`src/rtl/id_pkg.sv`:
```
// Shared decode-stage types and constants for the serial issue controller.
package id_pkg;
  localparam int REG_W = 5;

  // ALU control codes the decoder uses to recognise LL/SC (no simulator notify).
  localparam logic [5:0] ALU_LL = 6'b101000;
  localparam logic [5:0] ALU_SC = 6'b110110;

  typedef enum logic [1:0] {
    IDLE    = 2'd0,
    DRAIN   = 2'd1,
    NOTIFY  = 2'd2,
    RELEASE = 2'd3
  } id_state_e;
endpackage

```
`src/rtl/id_ld_hazard_cmp.sv`:
```
// Load-use comparator: flags a source operand matching any in-flight load destination.
module id_ld_hazard_cmp #(
  parameter int NUM_LD_SRC = 2,
  parameter int REG_W      = 5
) (
  input  logic [REG_W-1:0]            src_a_i,
  input  logic [REG_W-1:0]            src_b_i,
  input  logic                        uses_a_i,
  input  logic                        uses_b_i,
  input  logic [NUM_LD_SRC*REG_W-1:0] ld_reg_i,
  input  logic [NUM_LD_SRC-1:0]       ld_valid_i,
  output logic                        hazard_a_o,
  output logic                        hazard_b_o
);
  logic [NUM_LD_SRC-1:0] hit_a, hit_b;

  for (genvar i = 0; i < NUM_LD_SRC; i++) begin : g_ent
    assign hit_a[i] = ld_valid_i[i] && (ld_reg_i[i*REG_W +: REG_W] == src_a_i);
    assign hit_b[i] = ld_valid_i[i] && (ld_reg_i[i*REG_W +: REG_W] == src_b_i);
  end

  // r0 is hardwired, so a load "to" r0 never produces a real dependency.
  assign hazard_a_o = uses_a_i && (src_a_i != '0) && (|hit_a);
  assign hazard_b_o = uses_b_i && (src_b_i != '0) && (|hit_b);
endmodule

```
`src/rtl/id_serial_issue_ctrl.sv`:
```
// Decode issue controller: per-cycle issue/bubble/serial-marker choice, serial drain FSM
// and load-use interlock in front of the ID/EXE register.
module id_serial_issue_ctrl #(
  parameter int DRAIN_CYCLES = 4,
  parameter int NUM_LD_SRC   = 2,
  parameter int REG_W        = id_pkg::REG_W
) (
  input  logic                        CLK,
  input  logic                        RESET,
  input  logic                        stall,
  input  logic                        instr_valid,
  input  logic                        is_serial,
  input  logic                        notify_sim,
  input  logic [REG_W-1:0]            src_a,
  input  logic [REG_W-1:0]            src_b,
  input  logic                        uses_a,
  input  logic                        uses_b,
  input  logic [NUM_LD_SRC*REG_W-1:0] ld_reg,
  input  logic [NUM_LD_SRC-1:0]       ld_valid,
  output logic                        issue,
  output logic                        bubble,
  output logic                        pass_serial,
  output logic                        WANT_FREEZE,
  output logic                        SYS,
  output logic                        busy
);
  import id_pkg::*;

  id_state_e  state_q, state_d;
  logic [3:0] cnt_q, cnt_d;
  logic       notify_q, notify_d;
  logic       issue_q, issue_d, bubble_q, bubble_d, pass_q, pass_d;
  logic       haz_a, haz_b, hazard, serial_acc;

  id_ld_hazard_cmp #(.NUM_LD_SRC(NUM_LD_SRC), .REG_W(REG_W)) u_haz (
    .src_a_i    (src_a),
    .src_b_i    (src_b),
    .uses_a_i   (uses_a),
    .uses_b_i   (uses_b),
    .ld_reg_i   (ld_reg),
    .ld_valid_i (ld_valid),
    .hazard_a_o (haz_a),
    .hazard_b_o (haz_b)
  );

  assign serial_acc = instr_valid && is_serial;
  assign hazard     = instr_valid && !is_serial && (haz_a || haz_b);

  always_comb begin
    state_d  = state_q;
    cnt_d    = cnt_q;
    notify_d = notify_q;
    issue_d  = issue_q;
    bubble_d = bubble_q;
    pass_d   = pass_q;
    if (!stall) begin
      issue_d  = 1'b0;
      bubble_d = 1'b1;
      pass_d   = 1'b0;
      unique case (state_q)
        IDLE: begin
          if (serial_acc) begin
            pass_d   = 1'b1;
            bubble_d = 1'b0;
            cnt_d    = 4'(DRAIN_CYCLES - 2);
            notify_d = notify_sim;
            state_d  = DRAIN;
          end else if (!hazard) begin
            issue_d  = instr_valid;
            bubble_d = !instr_valid;
          end
        end
        DRAIN: begin
          cnt_d = cnt_q - 4'd1;
          if (cnt_q == 4'd1) state_d = NOTIFY;
        end
        NOTIFY:  state_d = RELEASE;
        // The held serial instruction is consumed here; no re-sample of is_serial.
        RELEASE: state_d = IDLE;
        default: state_d = IDLE;
      endcase
    end
  end

  always_ff @(posedge CLK) begin
    if (RESET) begin
      state_q  <= IDLE;
      cnt_q    <= 4'd0;
      notify_q <= 1'b0;
      issue_q  <= 1'b0;
      bubble_q <= 1'b1;
      pass_q   <= 1'b0;
    end else begin
      state_q  <= state_d;
      cnt_q    <= cnt_d;
      notify_q <= notify_d;
      issue_q  <= issue_d;
      bubble_q <= bubble_d;
      pass_q   <= pass_d;
    end
  end

  assign issue       = issue_q;
  assign bubble      = bubble_q;
  assign pass_serial = pass_q;
  assign SYS         = (state_q == NOTIFY) && notify_q;
  assign busy        = (state_q != IDLE);
  assign WANT_FREEZE = ((state_q == IDLE) && (hazard || serial_acc)) ||
                       (state_q == DRAIN) || (state_q == NOTIFY);
endmodule

```
`config.mk`:
```
export PLATFORM = sky130hd
export DESIGN_NAME = id_serial_issue_ctrl
export DESIGN_NICKNAME = d
export VERILOG_FILES = /design/src/rtl/id_pkg.sv /design/src/rtl/id_ld_hazard_cmp.sv /design/src/rtl/id_serial_issue_ctrl.sv
export SDC_FILE = /design/constraint.sdc
export NUM_CORES = 1
export LEC_CHECK = 0
export BUFFER_PORTS_ARGS = -buffer_cell sky130_fd_sc_hd__buf_2
export CAP_MARGIN = 10
export CORE_MARGIN = 5
export CORE_UTILIZATION = 46
export CTS_CLUSTER_SIZE = 28
export DETAILED_ROUTE_END_ITERATION = 10
export GPL_TIMING_DRIVEN = 0
export PLACE_DENSITY = 0.81
export RECOVER_POWER = 100
export SLEW_MARGIN = 10
export SYNTH_ARGS = -nofsm -noshare
export SYNTH_HDL_FRONTEND = slang
export SYNTH_SLANG_ARGS = --single-unit
```
`constraint.sdc`:
```
create_clock -name CLK -period 1.72 [get_ports CLK]
set_input_delay 0.086 -clock CLK [delete_from_list [all_inputs] [get_ports CLK]]
set_output_delay 0.086 -clock CLK [all_outputs]
set_load 0.02 [all_outputs]
```
==> metrics.txt, run 1 <==
clock latency on the worst-skew pair 260 ps; row count 15; Starting Density 0.4784; Final Core Density 0.6403; Synth top area share 0.2450; Worst Path Class, Setup flip-flop to flip-flop; Die X 52.15 um; crit path max fanout 8; die height 52.15 um; Worst Skew 0.7127 ps; Cell Area, Synth 817.0 um2; MaxCap Viol Count 0; Avg Vias per Cell 5.230; Sink Count 10; die area 2719 um2; area leader, netlist dfxtp_1; Clock transition at path regs 60 ps; n_diodes 0; CTS Hold Bufs 0; Slew Limit Fails 0; fraction of the yosys area taken by sequential cells 0.2450; Final Instance Count excl. Fillers 165; status complete, no violations; Routed Antenna Nets 0; Ys Warns 0; DR WL/cell 13.07 um; Detailed Route WL 2157 um; Slew HR 0.6996; # IOs 36; gr usage total 0.1669; CTS H-tree depth 1; Max VDD drop 0.4928 mV; synthesized area per cell 8.337 um2; Inserted Clock Buffers 3; startpoint type of the worst setup path flip-flop; worst slew pin tran 450.7 ps; Synth cell types 36; TritonCTS clock tree yes; Area Overhead vs Synth 33.84%; initial antenna violation count 0; Final setup violation count 0; Std-Cell Core Area 1708 um2; Area contributors post-synth dfxtp_1 (25%), xor2_1 (17%), ha_1 (7.7%); port buffer count 35; layout cells sized above 1 0.3429; Leak 0.0004670 uW; setup TNS 0 ps; Final Hold Vio Count 0; placed insts 158; fin crit share 0.9786; RD Place Congestion 0.8344; GR Overflow Total 0; post-route minimum period 1683 ps; Vias 863; Worst Hold Class primary input to flip-flop; largest net degree at the start of global routing 11; leading cell type in the layout, fill and taps excluded buf_2; synthesized instance count 98; Longest Clk Path Bufs 2; clock root cell clkbuf_4; most frequent cells in the layout buf_2 (32), xor2_1 (16), nand2_1 (9), dfxtp_1 (9), a21oi_1 (7); DP HPWL 1744 um; First DRT Iteration DRCs 24; DRC errors left 0; Final nets 177; Mapped Nets 133; critical path arrival 1820 ps; Req. time, crit path 1850 ps; Synth Register Bits 10; vias in the first global route 842; Initial DRT Pass Iterations 4; pwr dens 594.4 nW/um2; global-route wire length before repair 3422 um; max frequency 594.1 MHz; crit path capture type flip-flop
-- through the flow --
step           cell area, um2  hold slack [ps]  power [uW]  setup WS [ps]
2_1_floorplan           817.0            180.3       391.8          175.6
3_3_place_gp             1023            305.0       473.2          1.463
3_5_place_dp             1023            306.5       479.9         -24.83
4_1_cts                  1054            26.39       638.4          58.66
5_1_grt                  1094            60.20       697.0         -6.398
6_report                 1094            56.96       650.1          36.87
-- state kept, by name, summed over array words and instances (netlist names) --
signal / flops
state_q: 2
bubble: 1
pass_serial: 1
cnt_q: 4
notify_q: 1
issue: 1
-- where the power goes --
group	leakage, uW	internal (uW)	switching [uW]	total [uW]
logic	0.000371	109	131	240
clock network	0.0000138	80.4	72.1	153
registers	0.0000820	247	10.4	257
total	0.000467	436	214	650
-- final cells by class --
class,count,area [um2]
buffer,2,8.758
multi-input combinational,81,610.6
inverter,5,18.77
fill,153,614.3
tap,25,31.28
clock buffer,3,22.52
sequential,10,201.4
timing repair buffer,39,200.2
-- per-layer routing --
| layer | GRT usage | part of all wire |
|---|---|---|
| met3 | 0.04871 | 0.030 |
| met2 | 0.3033 | 0.56 |
| met5 | 0 | 0 |
| met4 | 0.04255 | 0.0079 |
| met1 | 0.1882 | 0.41 |
-- final timing paths --
path | from | to | slack [ps] | cells after the start
hold reg to reg | notify_q$_SDFFE_PP0P_ | notify_q$_SDFFE_PP0P_ | 460 | 2
hold / removal | is_serial | issue$_SDFFE_PP0N_ | 60 | 2
setup / recovery | state_q[0]$_SDFFE_PP0P_ | state_q[1]$_SDFFE_PP0P_ | 40 | 7
setup reg to reg | state_q[0]$_SDFFE_PP0P_ | state_q[1]$_SDFFE_PP0P_ | 40 | 7
-- synth_stat cells (all sizes together) --
cell type	n
xor2	16
dfxtp	10
nand2	9
a21oi	8
ha	5
inv	5
nor2	5
nor4	5
o21ai	5
xnor2	4
and2	3
a32oi	2
nand3	2
or4	2
a211oi	1
a21boi	1
a21o	1
a22oi	1
a311oi	1
a31o	1
and3b	1
buf	1
clkbuf	1
mux2i	1
nand2b	1
nor2b	1
nor3	1
o221ai	1
o22a	1
o22ai	1
o31a	1
-- worst max-delay path, stage by stage (launching register included) --
cell and delay (ps):
dfxtp_1 370, inv_1 90, ha_1 190, buf_2 180, a21oi_4 230, a21boi_4 240
mux2i_1 200, nor2_1 50
-- cell families (layout without fill, tap and decap cells) --
logic type      Yosys count  count (layout)  synth area share
compound gates           25              25            0.2175
flops                    10              10            0.2450
xor+xnor                 20              20            0.2144
buf+inv                   7              49           0.03368
simple gates             30              30            0.2006
mux                       1               1           0.01225
fa+ha+maj                 5               5           0.07657
-- repair_timing --
action | in CTS | in global routing
resized for setup | 1 | 4
pin swaps | 0 | 1
buffers inserted | 0 | 4
endpoints found under the setup margin | 3 | 4
(Power assumes the default switching activity.)
==> run 2: changes to the inputs <==
--- a/config.mk
+++ b/config.mk
@@ -13,7 +13,7 @@
 export DETAILED_ROUTE_END_ITERATION = 10
 export GPL_TIMING_DRIVEN = 0
 export PLACE_DENSITY = 0.81
-export RECOVER_POWER = 100
+export RECOVER_POWER = 50
 export SLEW_MARGIN = 10
 export SYNTH_ARGS = -nofsm -noshare
 export SYNTH_HDL_FRONTEND = slang
==> run 2 against run 1 <==
  * Final cell count stayed put
  * Clock-buffer cell count stayed put
  * Sequential power hardly changed
  * Non-clock buffer count stayed put
  * Maximum frequency hardly changed
  * Global-route usage stayed put
  * Via count stayed put
  * Register-to-register slack hardly changed
  * Combinational power hardly changed
  * Flip-flop and latch count stayed put
  * Power hardly changed
  * Wire length hardly changed
  * Largest power group unchanged
==> metrics.txt, run 2 (synthesis results as in run 1) <==
post-route minimum period 1684 ps (+1.139 ps); pwr dens 594.6 nW/um2 (about the same); cell count of the worst reg-to-reg path 7 (unchanged); setup TNS 0 ps (unchanged); die height 52.15 um (unchanged); area occupied by registers 201.4 um2 (unchanged); worst slew pin tran 450.7 ps (unchanged); Slowest-stage cell, CP dfxtp_1; startpoint type of the worst setup path flip-flop; clock latency on the worst-skew pair 260 ps (about the same); RD Place Congestion 0.8344 (unchanged); CP Cell Sequence inv_1, ha_1, buf_2, a21oi_4, a21boi_4, mux2i_1, nor2_1; Req. time, crit path 1850 ps (about the same); final instance area 1094 um2 (unchanged); Slew HR 0.6996 (unchanged); clock root cell clkbuf_4; CTS Hold Bufs 0 (unchanged); Initial DRT Pass Iterations 4 (unchanged); n_diodes 0 (unchanged); Slew Limit Fails 0 (unchanged); Sink Count 10 (unchanged); initial antenna violation count 0 (unchanged); crit path max fanout 8 (unchanged); row count 15 (unchanged); Max VDD drop 0.4927 mV (about the same); Cell Area, Placed 1023 um2 (unchanged); Std-Cell Core Area 1708 um2 (unchanged); layout cells sized above 1 0.3429 (unchanged); First DRT Iteration DRCs 24 (unchanged); Worst Path Class, Setup flip-flop to flip-flop; TritonCTS clock tree yes; port buffer count 35 (unchanged); Clock transition at path regs 60 ps (about the same); Critical Path Max Stage Delay 370 ps (about the same); Starting Density 0.4784 (unchanged); GR Overflow Total 0 (unchanged); Worst Hold Class primary input to flip-flop; Tot Pwr 650.2 uW (about the same); Leak 0.0004675 uW (about the same); Longest Clk Path Bufs 2 (unchanged); Final Hold Vio Count 0 (unchanged); Die X 52.15 um (unchanged); die area 2719 um2 (unchanged); vias in the first global route 842 (unchanged); status complete, no violations; max reg flops 4 (unchanged); Avg Vias per Cell 5.230 (unchanged); Worst Skew 0.6275 ps (-0.08518 ps); DR WL/cell 13.07 um (about the same); global-route wire length before repair 3422 um (unchanged); Reg-to-Reg Start state_q[0]$_SDFFE_PP0P_; filler cell count 153 (unchanged); Biggest register cnt_q; fin crit share 0.9792 (about the same); Worst R2R Setup Slack 40 ps (about the same); WHS 56.96 ps (unchanged); gr usage total 0.1669 (unchanged); Final nets 177 (unchanged); # IOs 36 (unchanged); most frequent cells in the layout buf_2 (32), xor2_1 (16), nand2_1 (9), dfxtp_1 (9), a21oi_1 (7); Routed Antenna Nets 0 (unchanged); hold depth 2 (unchanged); DP HPWL 1744 um (unchanged); CTS H-tree depth 1 (unchanged); reg2reg end state_q[1]$_SDFFE_PP0P_; Final setup violation count 0 (unchanged); Inserted Clock Buffers 3 (unchanged); Regs by FF count cnt_q x4, state_q x2; Detailed Route WL 2156 um (about the same); WHS Endpoint issue$_SDFFE_PP0N_; Final Core Density 0.6403 (unchanged); largest net degree at the start of global routing 11 (unchanged); worst path bufs/invs 2 (unchanged); MaxCap Viol Count 0 (unchanged); crit path capture type flip-flop; leading cell type in the layout, fill and taps excluded buf_2; Area Overhead vs Synth 33.84% (unchanged); critical path's top delay family compound AO/OA/AOI/OAI gates; critical path arrival 1820 ps (about the same); max frequency 593.7 MHz (about the same); DRC errors left 0 (unchanged); area occupied by multi-input gates 610.6 um2 (unchanged); Vias 863 (unchanged); hold path start is_serial
-- run 2: cell type report --
class,count,area share
buffer,2,0.008009
multi-input combinational,81,0.5584
sequential,10,0.1842
inverter,5,0.01716
timing repair buffer,39,0.1831
clock buffer,3,0.02059
tap,25,0.02860
-- run 2: routing by layer --
metal  routed length, um  track usage  vias to the layer above
li1                    -            -                      433
met1                 875       0.1882                      413
met2                1199       0.3033                       15
met3                  65      0.04871                        2
met4                  17      0.04255                        0
met5                   0            0                        -
-- run 2: repair_timing --
item	in CTS	in global routing
setup endpoints to repair	3	4
pin swaps	0	1
resized for setup	1	4
buffers inserted	0	4
-- run 2: worst max path at each step --
stage,end,slack (ps),cells after the start,startpoint
6_report,state_q[1]$_SDFFE_PP0P_,40,7,state_q[0]$_SDFFE_PP0P_
2_1_floorplan,state_q[1]$_SDFFE_PP0P_,180,7,state_q[0]$_SDFFE_PP0P_
4_1_cts,cnt_q[3]$_SDFFE_PP0P_,60,7,state_q[0]$_SDFFE_PP0P_
5_1_grt,state_q[1]$_SDFFE_PP0P_,-8,7,state_q[0]$_SDFFE_PP0P_
3_3_place_gp,cnt_q[3]$_SDFFE_PP0P_,1,7,state_q[0]$_SDFFE_PP0P_
3_5_place_dp,cnt_q[3]$_SDFFE_PP0P_,-20,7,state_q[0]$_SDFFE_PP0P_
-- run 2: report_power, final --
group,leakage [uW],internal (uW),switching (uW)
registers,0.0000820,247,10.4
clock network,0.0000138,80.4,72.1
logic,0.000372,109,131
total,0.000467,436,214
-- run 2: through the flow --
step                worst slack, ps  std cells
floorplan                     175.6         98
global placement              1.463        158
detailed placement           -24.83        158
CTS                           58.66        161
global route                 -8.229        165
finish                        35.73        165
==> run 3: changes to the inputs <==
--- a/config.mk
+++ b/config.mk
@@ -5,14 +5,15 @@
 export SDC_FILE = /design/constraint.sdc
 export NUM_CORES = 1
 export LEC_CHECK = 0
-export BUFFER_PORTS_ARGS = -buffer_cell sky130_fd_sc_hd__buf_2
+export BUFFER_PORTS_ARGS = -buffer_cell sky130_fd_sc_hd__clkbuf_2
 export CAP_MARGIN = 10
 export CORE_MARGIN = 5
 export CORE_UTILIZATION = 46
+export CTS_CLUSTER_DIAMETER = 80
 export CTS_CLUSTER_SIZE = 28
 export DETAILED_ROUTE_END_ITERATION = 10
 export GPL_TIMING_DRIVEN = 0
-export PLACE_DENSITY = 0.81
+export PLACE_DENSITY_LB_ADDON = 0.12
 export RECOVER_POWER = 50
 export SLEW_MARGIN = 10
 export SYNTH_ARGS = -nofsm -noshare
==> run 3 against run 2 <==
  * Power is 8.0% higher
  * Wire length is 11% lower
  * Worst hold slack worse by 24 ps
  * Critical path type is now flip-flop to output port
==> metrics.txt, run 3 (synthesis results as in run 1) <==
startpoint type of the worst setup path flip-flop; Area Overhead vs Synth 33.69%; max layer used met4; Clock transition at path regs 70 ps (about the same); Std-Cell Core Area 1708 um2 (unchanged); Final Core Density 0.6396 (-0.0007330); DRC errors left 0 (unchanged); pwr dens 643.0 nW/um2 (+8.1%); TritonCTS clock tree yes; n_diodes 0 (unchanged); clock root cell clkbuf_4; worst slew pin tran 455.1 ps (+4.461 ps); DR WL/cell 11.68 um (-11%); critical path arrival 1500 ps (-320 ps); global-route wire length before repair 3456 um (+0.99%); metal1 wirelength 789 um (-9.8%); Longest Clk Path Bufs 2 (unchanged); CTS Hold Bufs 0 (unchanged); Inserted Clock Buffers 3 (unchanged); Final setup violation count 0 (unchanged); WL met2 979 um (-18%); Regs by FF count cnt_q x4, state_q x2; row count 15 (unchanged); MaxCap Viol Count 0 (unchanged); fin crit share 0.9220 (-0.05720); placed insts 158 (unchanged); vias in the first global route 851 (+1.1%); filler cell count 163 (+6.5%); status complete, no violations; Worst Hold Class primary input to flip-flop; Routed Antenna Nets 0 (unchanged); RD Place Congestion 0.7486 (-10%); initial antenna violation count 0 (unchanged); Final Instance Count excl. Fillers 165 (unchanged); gr usage total 0.1699 (+0.003081); layout cells sized above 1 0.3286 (-0.01429); clock latency on the worst-skew pair 270 ps (about the same); DP HPWL 1645 um (-5.7%); Sink Count 10 (unchanged); crit path max fanout 8 (unchanged); max frequency 630.6 MHz (+6.2%); CP Launch Point state_q[1]$_SDFFE_PP0P_; port buffer count 35 (unchanged); Final Hold Vio Count 0 (unchanged); Vias 847 (-1.9%); Starting Density 0.4784 (unchanged); Die X 52.15 um (unchanged); Final nets 176 (-0.56%); Avg Vias per Cell 5.133 (-1.9%); Biggest register cnt_q; RSZ-0062 raised after global routing no; most frequent cells in the layout clkbuf_2 (30), xor2_1 (16), nand2_1 (9), dfxtp_1 (9), a21oi_1 (7); die height 52.15 um (unchanged); Slew HR 0.6966 (-0.002974); Slew Limit Fails 0 (unchanged); Initial DRT Pass Iterations 4 (unchanged); largest net degree at the start of global routing 11 (unchanged); max reg flops 4 (unchanged); Req. time, crit path 1630 ps (-220 ps); Reg-to-Reg Start state_q[1]$_SDFFE_PP0P_; crit path capture type output port; post-route minimum period 1586 ps (-98.38 ps); Leak 0.0004702 uW (+0.59%); # IOs 36 (unchanged); CTS H-tree depth 1 (unchanged); Detailed Route WL 1928 um (-11%); Max VDD drop 0.4094 mV (-17%); GR Overflow Total 0 (unchanged); die area 2719 um2 (unchanged); hold path start is_serial; Tot Pwr 702.3 uW (+8.0%); WHS 32.80 ps (-24.17 ps); Worst Path Class, Setup flip-flop to output port; First DRT Iteration DRCs 9 (-63%); leading cell type in the layout, fill and taps excluded clkbuf_2; Worst Skew 1.995 ps (+1.367 ps); metal3 WL 110 um (+69%)
run 3: cell count changes in the layout (fill, tap and decap cells not counted):
cell,before,now
a311oi_1,0,1
a311oi_2,1,0
buf_2,32,1
buf_4,4,3
clkbuf_1,5,6
clkbuf_2,0,30
clkbuf_8,0,1
run 3: critical path, stage by stage, from the launching register on:
cell and delay [ps]:
dfxtp_1 360, inv_1 70, ha_1 170, buf_2 170, a311oi_1 210, o21ai_1 100
clkbuf_2 160
run 3: metal layers:
metal | vias up | GRT usage
met4 | 0 | 0.1149
met2 | 27 | 0.2699
met3 | 4 | 0.03438
li1 | 433 | -
met5 | - | 0
met1 | 383 | 0.2042
run 3: timing repair:
item                       in CTS  in global routing
hold endpoints to repair        0                  0
setup endpoints to repair       3                  4
setup buffers                   0                  3
resized for setup               1                  3
pin swaps                       0                  1
run 3: cell type report:
type,instances,area (um2),area share
repair buffers,38,191.4,0.1753
plain buffers,2,8.758,0.008018
well taps,25,31.28,0.02864
flip-flops and latches,10,201.4,0.1844
clock buffers,4,36.28,0.03322
multi-input cells,81,604.3,0.5533
inverters,5,18.77,0.01718
run 3: report_power, final:
group	switching (uW)	internal, uW
registers	9.33	247
logic	126	104
clock network	87.2	129
run 3: path summary, 6_finish.rpt:
check	endpoint	slack [ps]	cells past startpoint
setup / recovery	WANT_FREEZE	130	6
hold reg to reg	notify_q$_SDFFE_PP0P_	460	2
hold / removal	issue$_SDFFE_PP0N_	30	2
setup reg to reg	state_q[1]$_SDFFE_PP0P_	170	7
run 3: through the flow:
step	area (um2)	setup TNS [ps]	setup slack (ps)
after floorplan	817.0	0	175.6
after global placement	1023	-29.86	-29.86
after detailed placement	1023	-54.85	-38.53
after CTS	1067	0	66.91
after global routing	1092	0	3.181
final	1092	0	134.1
